File: src/rtl/sap_pkg.sv
// Shared SAP-1 definitions: run-controller states, default widths and
// control-word bit positions used by the microcode controller.
package sap_pkg;

    localparam int unsigned SAP_ADDR_W     = 4;
    localparam int unsigned SAP_DATA_W     = 8;
    localparam int unsigned SAP_CNT_W      = 16;
    localparam int unsigned SAP_STAGE_W    = 3;
    localparam int unsigned SAP_LAST_STAGE = 5;

    localparam int unsigned CW_W       = 12;
    localparam int unsigned CW_HLT     = 11;
    localparam int unsigned CW_PC_INC  = 10;
    localparam int unsigned CW_PC_OE   = 9;
    localparam int unsigned CW_MAR_LD  = 8;
    localparam int unsigned CW_MEM_EN  = 7;
    localparam int unsigned CW_IR_LD   = 6;
    localparam int unsigned CW_IR_OE   = 5;
    localparam int unsigned CW_A_LD    = 4;
    localparam int unsigned CW_A_OE    = 3;
    localparam int unsigned CW_ALU_SUB = 2;
    localparam int unsigned CW_ALU_OE  = 1;
    localparam int unsigned CW_OUT_LD  = 0;

    typedef enum logic [2:0] {
        ST_IDLE  = 3'd0,
        ST_RUN   = 3'd1,
        ST_STEP  = 3'd2,
        ST_DRAIN = 3'd3,
        ST_LOAD  = 3'd4
    } run_state_e;

    // States in which the core is allowed to advance.
    function automatic logic state_runs(run_state_e s);
        return (s == ST_RUN) || (s == ST_STEP) || (s == ST_DRAIN);
    endfunction

endpackage

File: src/rtl/sap_ram_mux.sv
// Program-RAM port mux: loader owns the RAM only while load_gnt is high.
module sap_ram_mux #(
    parameter int unsigned ADDR_W = 4,
    parameter int unsigned DATA_W = 8
) (
    input  logic              load_gnt,
    input  logic              load_we,
    input  logic [ADDR_W-1:0] load_addr,
    input  logic [DATA_W-1:0] load_data,
    input  logic [ADDR_W-1:0] cpu_addr,
    output logic [ADDR_W-1:0] ram_addr,
    output logic              ram_we,
    output logic [DATA_W-1:0] ram_wdata
);

    always_comb begin
        ram_addr  = cpu_addr;
        ram_we    = 1'b0;
        ram_wdata = '0;
        if (load_gnt) begin
            ram_addr  = load_addr;
            ram_we    = load_we;
            ram_wdata = load_data;
        end
    end

endmodule

File: src/rtl/sap_run_ctrl.sv
// SAP-1 run/halt/single-step scheduler and program-RAM arbiter between
// the core and an external loader; the RAM changes hands only at
// instruction boundaries.
module sap_run_ctrl
    import sap_pkg::*;
#(
    parameter int unsigned ADDR_W     = SAP_ADDR_W,
    parameter int unsigned DATA_W     = SAP_DATA_W,
    parameter int unsigned LAST_STAGE = SAP_LAST_STAGE,
    parameter int unsigned CNT_W      = SAP_CNT_W
) (
    input  logic                   clk,
    input  logic                   rst_n,
    input  logic [SAP_STAGE_W-1:0] stage,
    input  logic                   hlt_sig,
    input  logic                   run_req,
    input  logic                   stop_req,
    input  logic                   step_req,
    input  logic                   load_req,
    input  logic                   load_we,
    input  logic [ADDR_W-1:0]      load_addr,
    input  logic [DATA_W-1:0]      load_data,
    input  logic [ADDR_W-1:0]      cpu_addr,
    output logic                   cpu_en,
    output logic                   cpu_clr,
    output logic                   load_gnt,
    output logic [ADDR_W-1:0]      ram_addr,
    output logic                   ram_we,
    output logic [DATA_W-1:0]      ram_wdata,
    output logic                   halted,
    output logic [CNT_W-1:0]       instr_cnt
);

    run_state_e       state_q,    state_d;
    logic             need_clr_q, need_clr_d;
    logic             halted_q,   halted_d;
    logic             clr_q,      clr_d;
    logic             en_q,       en_d;
    logic             gnt_q,      gnt_d;
    logic [CNT_W-1:0] cnt_q,      cnt_d;
    logic             boundary;
    logic             hlt_hit;

    always_ff @(posedge clk or negedge rst_n) begin
        if (!rst_n) begin
            state_q    <= ST_IDLE;
            need_clr_q <= 1'b1;
            halted_q   <= 1'b0;
            clr_q      <= 1'b0;
            en_q       <= 1'b0;
            gnt_q      <= 1'b0;
            cnt_q      <= '0;
        end else begin
            state_q    <= state_d;
            need_clr_q <= need_clr_d;
            halted_q   <= halted_d;
            clr_q      <= clr_d;
            en_q       <= en_d;
            gnt_q      <= gnt_d;
            cnt_q      <= cnt_d;
        end
    end

    // Next-state, flag and counter logic; HLT outranks every other event.
    always_comb begin
        state_d    = state_q;
        need_clr_d = need_clr_q;
        halted_d   = halted_q;
        clr_d      = 1'b0;
        cnt_d      = cnt_q;
        boundary   = en_q && (stage == SAP_STAGE_W'(LAST_STAGE));
        hlt_hit    = en_q && hlt_sig;

        unique case (state_q)
            ST_IDLE: begin
                if (load_req) begin
                    state_d = ST_LOAD;
                end else if (run_req || step_req) begin
                    state_d = run_req ? ST_RUN : ST_STEP;
                    if (need_clr_q || halted_q) begin
                        clr_d      = 1'b1;
                        need_clr_d = 1'b0;
                        halted_d   = 1'b0;
                        cnt_d      = '0;
                    end
                end
            end
            ST_RUN: begin
                if (hlt_hit) begin
                    state_d  = ST_IDLE;
                    halted_d = 1'b1;
                end else begin
                    if (boundary) begin
                        cnt_d = cnt_q + CNT_W'(1);
                    end
                    if (load_req || stop_req) begin
                        state_d = ST_DRAIN;
                    end
                end
            end
            ST_STEP: begin
                if (hlt_hit) begin
                    state_d  = ST_IDLE;
                    halted_d = 1'b1;
                end else if (boundary) begin
                    state_d = ST_IDLE;
                    cnt_d   = cnt_q + CNT_W'(1);
                end
            end
            ST_DRAIN: begin
                if (hlt_hit) begin
                    state_d  = ST_IDLE;
                    halted_d = 1'b1;
                end else if (boundary) begin
                    state_d = load_req ? ST_LOAD : ST_IDLE;
                    cnt_d   = cnt_q + CNT_W'(1);
                end
            end
            ST_LOAD: begin
                if (!load_req) begin
                    state_d    = ST_IDLE;
                    need_clr_d = 1'b1;
                end
            end
            default: begin
                state_d = ST_IDLE;
            end
        endcase

        en_d  = state_runs(state_d);
        gnt_d = (state_d == ST_LOAD);
    end

    sap_ram_mux #(
        .ADDR_W (ADDR_W),
        .DATA_W (DATA_W)
    ) u_ram_mux (
        .load_gnt  (gnt_q),
        .load_we   (load_we),
        .load_addr (load_addr),
        .load_data (load_data),
        .cpu_addr  (cpu_addr),
        .ram_addr  (ram_addr),
        .ram_we    (ram_we),
        .ram_wdata (ram_wdata)
    );

    assign cpu_en    = en_q;
    assign cpu_clr   = clr_q;
    assign load_gnt  = gnt_q;
    assign halted    = halted_q;
    assign instr_cnt = cnt_q;

endmodule

File: config.mk
export PLATFORM = sky130hd
export DESIGN_NAME = sap_run_ctrl
export DESIGN_NICKNAME = d
export VERILOG_FILES = /design/src/rtl/sap_pkg.sv /design/src/rtl/sap_ram_mux.sv /design/src/rtl/sap_run_ctrl.sv
export SDC_FILE = /design/constraint.sdc
export NUM_CORES = 1
export LEC_CHECK = 0
export BUFFER_PORTS_ARGS = -buffer_cell sky130_fd_sc_hd__buf_2
export CAP_MARGIN = 0
export CORE_UTILIZATION = 46
export DETAILED_ROUTE_END_ITERATION = 6
export PLACE_DENSITY = 0.78
export SLEW_MARGIN = 0
export SYNTH_ARGS = -nofsm -noshare
export SYNTH_HDL_FRONTEND = slang
export SYNTH_SLANG_ARGS = --single-unit
File: constraint.sdc
create_clock -name clk -period 1.8 [get_ports clk]
set_input_delay 0.36 -clock clk [delete_from_list [all_inputs] [get_ports clk]]
set_output_delay 0.36 -clock clk [all_outputs]
set_load 0.01 [all_outputs]
==> run metrics, run 1 <==
synth-to-layout area growth=29.3%; Clock Tree Buf Depth=2; initial cell density of the core=48.5%; number of DRC markers in iteration 0=77; delay-heaviest family, CP=simple AND/OR/NAND/NOR gates; slew margin rel.=66.1%; H-tree levels=1; MaxCap Viol Count=0; CP most frequent cell=buf_4; clock tree sinks=24; number of routed nets with antenna violations=0; P_leak=0.879 nW; Fillers=255; Async SR Flop Fraction=100%; hold_buf cts=0; CP Cell Sequence=and4b_1 -> buf_4 -> nand3_4 -> buf_4 -> or3_1 -> a21oi_1; pwr dens=925 mW/mm²; YS warnings=0; core area=0.00276 mm²; syn_nets=around 170; Worst Path Required=between 2 and 2.5 ns; sequential element share of the synthesized area=~45%; final hold slack=-0.00731 ns; Post-synth top flop=dfrtp_1; clk root buf=clkbuf_4; I/O Buffers=59; period utilization=93.9%; Antenna Cells=0; type of the worst setup path=register to register; CP arrival=1.93 ns; # nets final=230; Gate Count Post-Synth=137; # IOs=60; post_cts resized=0; initial antenna violation count=0; share of cells above drive strength 1=about two fifths; GP Congestion=approximately 0.77; Pwr Total=between 0.0015 and 0.002 W; critical path peak fanout=8; CP bufs+invs=2; fmax=0.592 GHz; most common cell after layout, fill and taps aside=buf_2; DR pass1 iterations=4; Syn Std Cell Area=0.00134 mm²; Mean Syn Cell Area=between 9 and 10 µm²; Critical Path Max Stage Delay=0.40 ns; count of cell types in the netlist=38; combinational power share=36.7%; FP Rows=19; Post-synth EDFFs=0; Int Pwr=0.00104 W; clock buffer count from CTS=3; Remaining DRCs=0; Final setup viols=0; Crit. End Element=register; clock power share=17.4%; setup slack, reg-to-reg=0.11 ns; Sw Pwr=0.000559 W; Tmin final=1.69 ns; RSZ-0062 raised after global routing=false; design area=approximately 0.0017 mm²; Critical Path Slowest Stage Cell=dfrtp_1; overall fraction of global-route tracks in use=21.8%; grt ovf=0; die area=0.00313 mm²; worst slew pin tran=0.508 ns; vias in the first global route=1287; Die Wd=55.9 µm; switching fraction of total power=35.0%; type of origin of the critical path=register; worst vdd ir=619 µV; clock-pin slew on the worst setup and hold paths=0.12 ns; detail-routed via count per cell=between 5 and 6; final wirelength=3.20 mm; TNS Setup=0 ns; WL/cell=13.8 µm; fin util=62.7%; Post-DP Area=0.00168 mm²; Final Hold Viols=14; CTS tree=built; clock latency on the worst-skew pair=0.31 ns; #FFs+latches synth=24; HP Class=input pin to async pin; number of post-CTS setup repair buffers=0; most frequent cells in the layout=buf_2, dfrtp_1, a21oi_1, nand2_1, o21ai_0; failing checks=hold timing; first-pass GRT wire length=around 5.4 mm; Max Slew Vio Count=0; clock skew=0.00312 ns; outcome=finished, violations left; DP HPWL=2.50 mm; Flop pwr share=~46%; via count=about 1300; Die Height=55.9 µm; largest net degree at the start of global routing=25
## worst reg2reg max path: stages (launching register included)
cell and delay, ns:
dfrtp_1 0.40, and4b_1 0.29, buf_4 0.18, nand3_4 0.09, buf_4 0.17, or3_1 0.34, a21oi_1 0.16
## cell type report
type	count	area [µm²]	share of cell area, %
clock buffer	4	36.3	2.10
sequential	24	603	34.9
timing repair buffer	66	348	20.1
inverter	4	15.0	0.868
multi-input combinational	103	688	39.8
tap	31	38.8	2.24
## power groups by stage
stage | logic [W] | registers [W] | clock network [W]
after global placement | 0.000544 | 0.000735 | 0
final | 0.000587 | 0.000734 | 0.000279
after global routing | 0.000644 | 0.000754 | 0.000311
after floorplan | 0.000353 | 0.000736 | 0
after detailed placement | 0.000565 | 0.000744 | 0
after CTS | 0.000567 | 0.000732 | 0.000283
## final timing paths
kind                            startpoint            end  cells past startpoint
worst max-delay path                cpu_en   instr_cnt[4]                      6
worst min-delay path                 rst_n  instr_cnt[13]                      1
worst max register to register      cpu_en   instr_cnt[4]                      6
worst min register to register  need_clr_q     need_clr_q                      1
max in group asynchronous            rst_n       load_gnt                      1
min in group clk                  load_req       load_gnt                      2
## layer usage
metal / global-route usage (%) / vias up / share of wire (%)
li1: - / 637 / -
met1: 24.5 / 638 / 38
met2: 41.7 / 52 / 54
met3: 3.02 / 4 / 6.7
met4: 8.01 / 0 / 0.94
met5: 0 / - / 0
## synth_stat cells, drive strengths merged (2+ instances only)
library cell | n | area (µm²)
or3 | 5 | 31.3
nand3 | 6 | 42.5
a21oi | 13 | 68.8
nand4 | 6 | 43.8
mux2 | 4 | 45.0
or2 | 3 | 18.8
dfrtp | 23 | 576
o21ai | 10 | 50.1
nor4 | 2 | 12.5
and2 | 9 | 56.3
or4 | 6 | 48.8
nor2 | 6 | 30.0
nand2 | 10 | 37.5
o31ai | 6 | 45.0
buf | 5 | 40.0
a32o | 2 | 20.0
xor2 | 2 | 17.5
and3 | 3 | 18.8
inv | 4 | 15.0
a21boi | 2 | 15.0
## cell families (layout without fill, tap and decap cells)
family                     after synthesis  count (layout)  synth area share (%)
and+or+nand+nor                         58              58                  26.8
AOI/OAI and AO/OA                       37              37                  17.4
DFF                                     24              24                  45.0
buffers and inverters                   10              74                  4.40
muxes                                    5               5                  4.12
xor gates and xnor gates                 2               2                  1.31
adders and majority gates                1               1                 0.935
## registers in the layout, indices dropped and copies added, names as in the netlist
name and cells:
instr_cnt 16, cpu_clr 1, state_q 3, halted 1, cpu_en 1, load_gnt 1, need_clr_q 1
## stage by stage
stage,hold WS [ns],worst slack [ns],cells
after floorplan,0.0644,0.161,137
after global placement,0.357,0.0752,228
after detailed placement,0.362,0.0231,228
after CTS,0.0108,0.0484,232
after global routing,0.0179,0.00748,232
final,-0.00731,0.110,232
Power figures use the tool's default switching activity.
==> run 2, diff against run 1 <==
--- a/config.mk
+++ b/config.mk
@@ -7,9 +7,11 @@
 export LEC_CHECK = 0
 export BUFFER_PORTS_ARGS = -buffer_cell sky130_fd_sc_hd__buf_2
 export CAP_MARGIN = 0
-export CORE_UTILIZATION = 46
+export CORE_UTILIZATION = 48
+export CTS_BUF_LIST = sky130_fd_sc_hd__clkbuf_4
 export DETAILED_ROUTE_END_ITERATION = 6
-export PLACE_DENSITY = 0.78
+export PLACE_DENSITY = 0.81
+export RECOVER_POWER = 50
 export SLEW_MARGIN = 0
 export SYNTH_ARGS = -nofsm -noshare
 export SYNTH_HDL_FRONTEND = slang
==> run 2 against run 1 <==
The run now ends clean. Global-route usage up 0.82 points. Via count is 0.23% lower. Flip-flop and latch count unchanged. Total power decreased by 3.4%. Critical path depth is 1 lower. Combinational power is 3.6% lower. Clock-buffer cell count is 1 lower. Worst setup slack got worse by 0.029 ns. Die area down 4.0%. Final area shrank 0.29%.
==> run metrics, run 2 (synthesis results as in run 1) <==
outcome=finished, final reports clean; number of DRC markers in iteration 0=34 (-56%); # IOs=60 (unchanged); pwr dens=896 mW/mm² (-3.2%); Remaining DRCs=0 (unchanged); Antenna Cells=0 (unchanged); H-tree levels=1 (unchanged); # nets final=230 (unchanged); Final Hold Viols=0 (-14); number of routed nets with antenna violations=0 (unchanged); clock latency on the worst-skew pair=0.31 ns (about the same); clock skew=0.0103 ns (+0.00719 ns); largest net degree at the start of global routing=25 (unchanged); RSZ-0062 raised after global routing=false; P_leak=0.839 nW (-4.6%); delay-heaviest family, CP=simple AND/OR/NAND/NOR gates; type of origin of the critical path=register; most frequent cells in the layout=buf_2, dfrtp_1, a21oi_1, nand2_1, o21ai_0; vias in the first global route=1180 (-8.3%); fmax=0.582 GHz (-1.7%); Worst Path Required=2.04 ns (about the same); HP Class=input pin to async pin; setup slack, reg-to-reg=0.08 ns (-0.03 ns); initial antenna violation count=0 (unchanged); share of cells above drive strength 1=39.8% (-2.0 points); core area=0.00254 mm² (-7.7%); Die Height=54.8 µm (-2.0%); RR Endpoint=instr_cnt[10]; GP Congestion=0.781 (+0.98%); first-pass GRT wire length=4.85 mm (-10%); type of the worst setup path=register to register; FF-to-FF Start=cpu_en; TNS Setup=0 ns (unchanged); max FFs per register=16 (unchanged); Die Wd=54.8 µm (-2.0%); Tmin final=1.72 ns (+0.0291 ns); worst slew pin tran=1.22 ns (+0.712 ns); clock-pin slew on the worst setup and hold paths=0.13 ns (about the same); WL/cell=13.9 µm (+0.97%); die area=0.00300 mm² (-4.0%); via count=1328 (-0.23%); area of the multi-input gates=703 µm² (+2.2%); CP Cell Sequence=and4b_2 -> buf_4 -> nand3_4 -> or4_1 -> a21oi_1; I/O Buffers=59 (unchanged); register area=603 µm² (unchanged); FP Rows=18 (-1); period utilization=95.5% (+1.6 points); final wirelength=3.21 mm (+0.53%); DR pass1 iterations=4 (unchanged); Critical Path Slowest Stage Cell=or4_1; CTS tree=built; overall fraction of global-route tracks in use=22.6% (+0.82 points); synth-to-layout area growth=28.9%; Final setup viols=0 (unchanged); grt ovf=0 (unchanged); Critical Path Max Stage Delay=0.51 ns (+0.11 ns); worst vdd ir=977 µV (+58%); critical path peak fanout=6 (-2); stages on the worst setup path=5 (-1); Max Slew Vio Count=0 (unchanged); CP arrival=1.96 ns (+0.03 ns); CP bufs+invs=1 (-1); DP HPWL=2.41 mm (-3.8%); MaxCap Viol Count=0 (unchanged); Crit. End Element=register; clk root buf=clkbuf_4; number of post-CTS setup repair buffers=0 (unchanged); final hold slack=0.265 ns (+0.272 ns); Worst R2R Path Depth=5 (-1); initial cell density of the core=52.6% (+4.1 points); clock buffer count from CTS=3 (unchanged); most common cell after layout, fill and taps aside=buf_2; Fillers=211 (-17%); detail-routed via count per cell=5.75 (+0.21%); Clock Tree Buf Depth=2 (unchanged); clock tree sinks=24 (unchanged); slew margin rel.=18.7% (-47 points)
==> run 2: cell types whose count changed in the layout (fill, tap and decap cells not counted), sizes merged <==
cell    change
clkbuf      +6
buf         -7
clkinv      +1
==> run 2: how the worst max path moves through the flow <==
stage | start | end | slack, ns
final | cpu_en | instr_cnt[10] | 0.08
after global routing | cpu_en | instr_cnt[12] | 0.006
after CTS | load_gnt | ram_addr[1] | 0.04
after detailed placement | stage[1] | instr_cnt[9] | 0.03
after global placement | stage[1] | instr_cnt[13] | 0.08
after floorplan | cpu_en | instr_cnt[14] | 0.16
==> run 2: what timing repair did <==
action	CTS	global route
hold buffers	0	0
endpoints found under the setup margin	0	18
hold endpoints to repair	0	0
gates resized for setup	0	8
==> run 2: final cells by class <==
| type | count | share of cell area, % |
|---|---|---|
| multi-input cells | 103 | 40.8 |
| repair buffers | 66 | 19.7 |
| well taps | 30 | 2.18 |
| flip-flops and latches | 24 | 35.0 |
| clock buffers | 3 | 1.31 |
| inverters | 4 | 0.871 |
| clock inverters | 1 | 0.218 |
==> run 2: power by group <==
part | switching (W) | internal (W)
Combinational | 0.000290 | 0.000277
Sequential | 0.000112 | 0.000630
Clock | 0.000155 | 0.0000810
==> run 2: metrics by stage <==
step	instance area, µm²	utilization [%]	power [W]	setup WS (ns)	std cells
after floorplan	1340	-	0.00109	0.161	137
after global placement	1680	66.0	0.00126	0.0790	227
after detailed placement	1680	66.0	0.00129	0.0293	227
after CTS	1710	67.0	0.00152	0.0393	231
after global routing	1720	67.7	0.00166	0.00575	231
final	1720	67.7	0.00154	0.0814	231
==> run 2: metal layers <==
| layer | global-route usage, % | part of all wire, % |
|---|---|---|
| met1 | 27.5 | 40 |
| met2 | 41.0 | 51 |
| met3 | 1.67 | 7.6 |
| met4 | 8.55 | 0.72 |
| met5 | 0 | 0 |
==> run 3, diff against run 2 <==
==> constraint.sdc (replaced) <==
create_clock -name clk -period 1.9 [get_ports clk]
set_input_delay 0.38 -clock clk [delete_from_list [all_inputs] [get_ports clk]]
set_output_delay 0.38 -clock clk [all_outputs]
set_load 0.01 [all_outputs]
==> run 3 against run 2 <==
Combinational power decreased by 8.8%. Highest routed layer unchanged. Sequential power decreased by 5.9%. Total power decreased by 6.9%. Hold slack improved by 0.026 ns. Via count decreased by 1.4%. Clock skew increased by 0.0011 ns. Global-route usage increased by 0.26 points. Wire length decreased by 0.25%. Non-clock buffer count decreased by 3. Final area decreased by 3.4%.
==> run metrics, run 3 (synthesis results as in run 1) <==
outcome=finished, final reports clean; CTS tree=built; via count=1310 (-1.4%); Final setup viols=0 (unchanged); register area=602 µm² (-0.21%); worst vdd ir=613 µV (-37%); clock power share=15.6% (+0.3 points); clock skew=0.0114 ns (+0.00109 ns); MaxCap Viol Count=0 (unchanged); die area=0.00300 mm² (unchanged); I/O Buffers=59 (unchanged); slew margin rel.=17.4% (-1.3 points); max FFs per register=16 (unchanged); Critical Path Slowest Stage Cell=dfrtp_1; hold_buf cts=0 (unchanged); HP Class=input pin to async pin; share of cells above drive strength 1=32.3% (-7.5 points); Int Pwr=0.000914 W (-7.5%); clk root buf=clkbuf_4; Die Wd=54.8 µm (unchanged); grt ovf=0 (unchanged); RSZ-0062 raised after global routing=false; TNS Setup=0 ns (unchanged); GP Congestion=0.760 (-2.6%); FF-to-FF Start=state_q[1]; H-tree levels=1 (unchanged); # IOs=60 (unchanged); CP arrival=1.36 ns (-0.60 ns); WL/cell=14.1 µm (+1.1%); Final Hold Viols=0 (unchanged); fin util=65.4% (-2.3 points); Post-Place Worst Slack=0.0847 ns (+0.0554 ns); P_leak=0.804 nW (-4.2%); synth-to-layout area growth=24.5%; Sw Pwr=0.000524 W (-5.8%); clock buffer count from CTS=3 (unchanged); Die Height=54.8 µm (unchanged); Clock Tree Buf Depth=2 (unchanged); Flop pwr share=48.5% (+0.4 points); Remaining DRCs=0 (unchanged); final wirelength=3.21 mm (-0.25%); critical path peak fanout=14 (+8); post_cts resized=0 (unchanged); Critical Path Max Stage Delay=0.55 ns (+0.04 ns); worst slew pin tran=1.24 ns (+0.0193 ns); type of origin of the critical path=register; DP HPWL=2.47 mm (+2.7%); FP Rows=18 (unchanged); type of the worst setup path=register to primary output; switching fraction of total power=36.5% (+0.43 points); combinational power share=35.9% (-0.8 points); overall fraction of global-route tracks in use=22.9% (+0.26 points); pwr dens=863 mW/mm² (-3.6%); initial cell density of the core=52.6% (unchanged); most common cell after layout, fill and taps aside=buf_2; most frequent cells in the layout=buf_2, dfrtp_1, clkbuf_1, a21oi_1; detail-routed via count per cell=5.75 (about the same); initial antenna violation count=0 (unchanged); number of routed nets with antenna violations=0 (unchanged); area of the multi-input gates=677 µm² (-3.7%); Max Slew Vio Count=0 (unchanged); DR pass1 iterations=4 (unchanged); fmax=0.574 GHz; Crit. End Element=primary output; number of post-CTS setup repair buffers=0 (unchanged); clock-pin slew on the worst setup and hold paths=0.13 ns (about the same); Antenna Cells=0 (unchanged); Tmin final=1.74 ns; Final WS setup=0.157 ns (+0.0756 ns); period utilization=91.7%; crit path from=load_gnt; vias in the first global route=1165 (-1.3%); Worst Path Required=1.52 ns (-0.52 ns); core area=0.00254 mm² (unchanged); # nets final=227 (-1.3%); CP Cell Sequence=mux2_2 -> buf_2; Fillers=213 (+0.95%); clock latency on the worst-skew pair=0.31 ns (about the same); first-pass GRT wire length=4.81 mm (-0.85%); clock tree sinks=24 (unchanged); largest net degree at the start of global routing=25 (unchanged); number of DRC markers in iteration 0=28 (-18%)
[run 3: cell type report]
class | count | area share (%)
clock buffers | 3 | 1.35
clock inverters | 1 | 0.225
inverters | 4 | 0.902
multi-input cells | 103 | 40.6
flip-flops and latches | 24 | 36.1
well taps | 30 | 2.25
repair buffers | 63 | 18.5
[run 3: worst max-delay path, delay by kind of cell, from the launching register on]
family / cells / cell delay (ns)
DFF: 1 / 0.55
muxes: 1 / 0.37
buffers and inverters: 1 / 0.14
[run 3: path summary, 6_finish.rpt]
path / slack, ns / to / cells past startpoint
setup / recovery: 0.16 / ram_addr[0] / 2
hold / removal: 0.29 / instr_cnt[8] / 1
setup reg to reg: 0.17 / instr_cnt[6] / 5
hold reg to reg: 0.58 / need_clr_q / 1
max in group asynchronous: 0.87 / state_q[2] / 1
min in group clk: 0.36 / state_q[2] / 2
[run 3: metrics by stage]
stage | total power [W] | hold WS, ns | instance area [µm²] | std cells
floorplan | 0.00103 | 0.0844 | 1340 | 137
global placement | 0.00120 | 0.377 | 1660 | 224
CTS | 0.00145 | 0.0328 | 1680 | 228
global route | 0.00155 | 0.333 | 1670 | 228
finish | 0.00144 | 0.292 | 1670 | 228
detailed placement | 0.00123 | 0.386 | 1660 | 224
[run 3: routing by layer]
layer	GRT usage, %	part of all wire, %	vias up
met1	25.7	40	610
met2	41.4	52	53
met3	3.61	6.3	6
met4	11.1	1.8	0
li1	-	-	641
met5	0	0	-
[run 3: power by group through the flow]
stage	sequential [W]	clock (W)	combinational (W)
after floorplan	0.000697	0	0.000334
after global placement	0.000696	0	0.000500
after detailed placement	0.000704	0	0.000522
after CTS	0.000694	0.000233	0.000524
after global routing	0.000710	0.000254	0.000584
final	0.000698	0.000224	0.000516
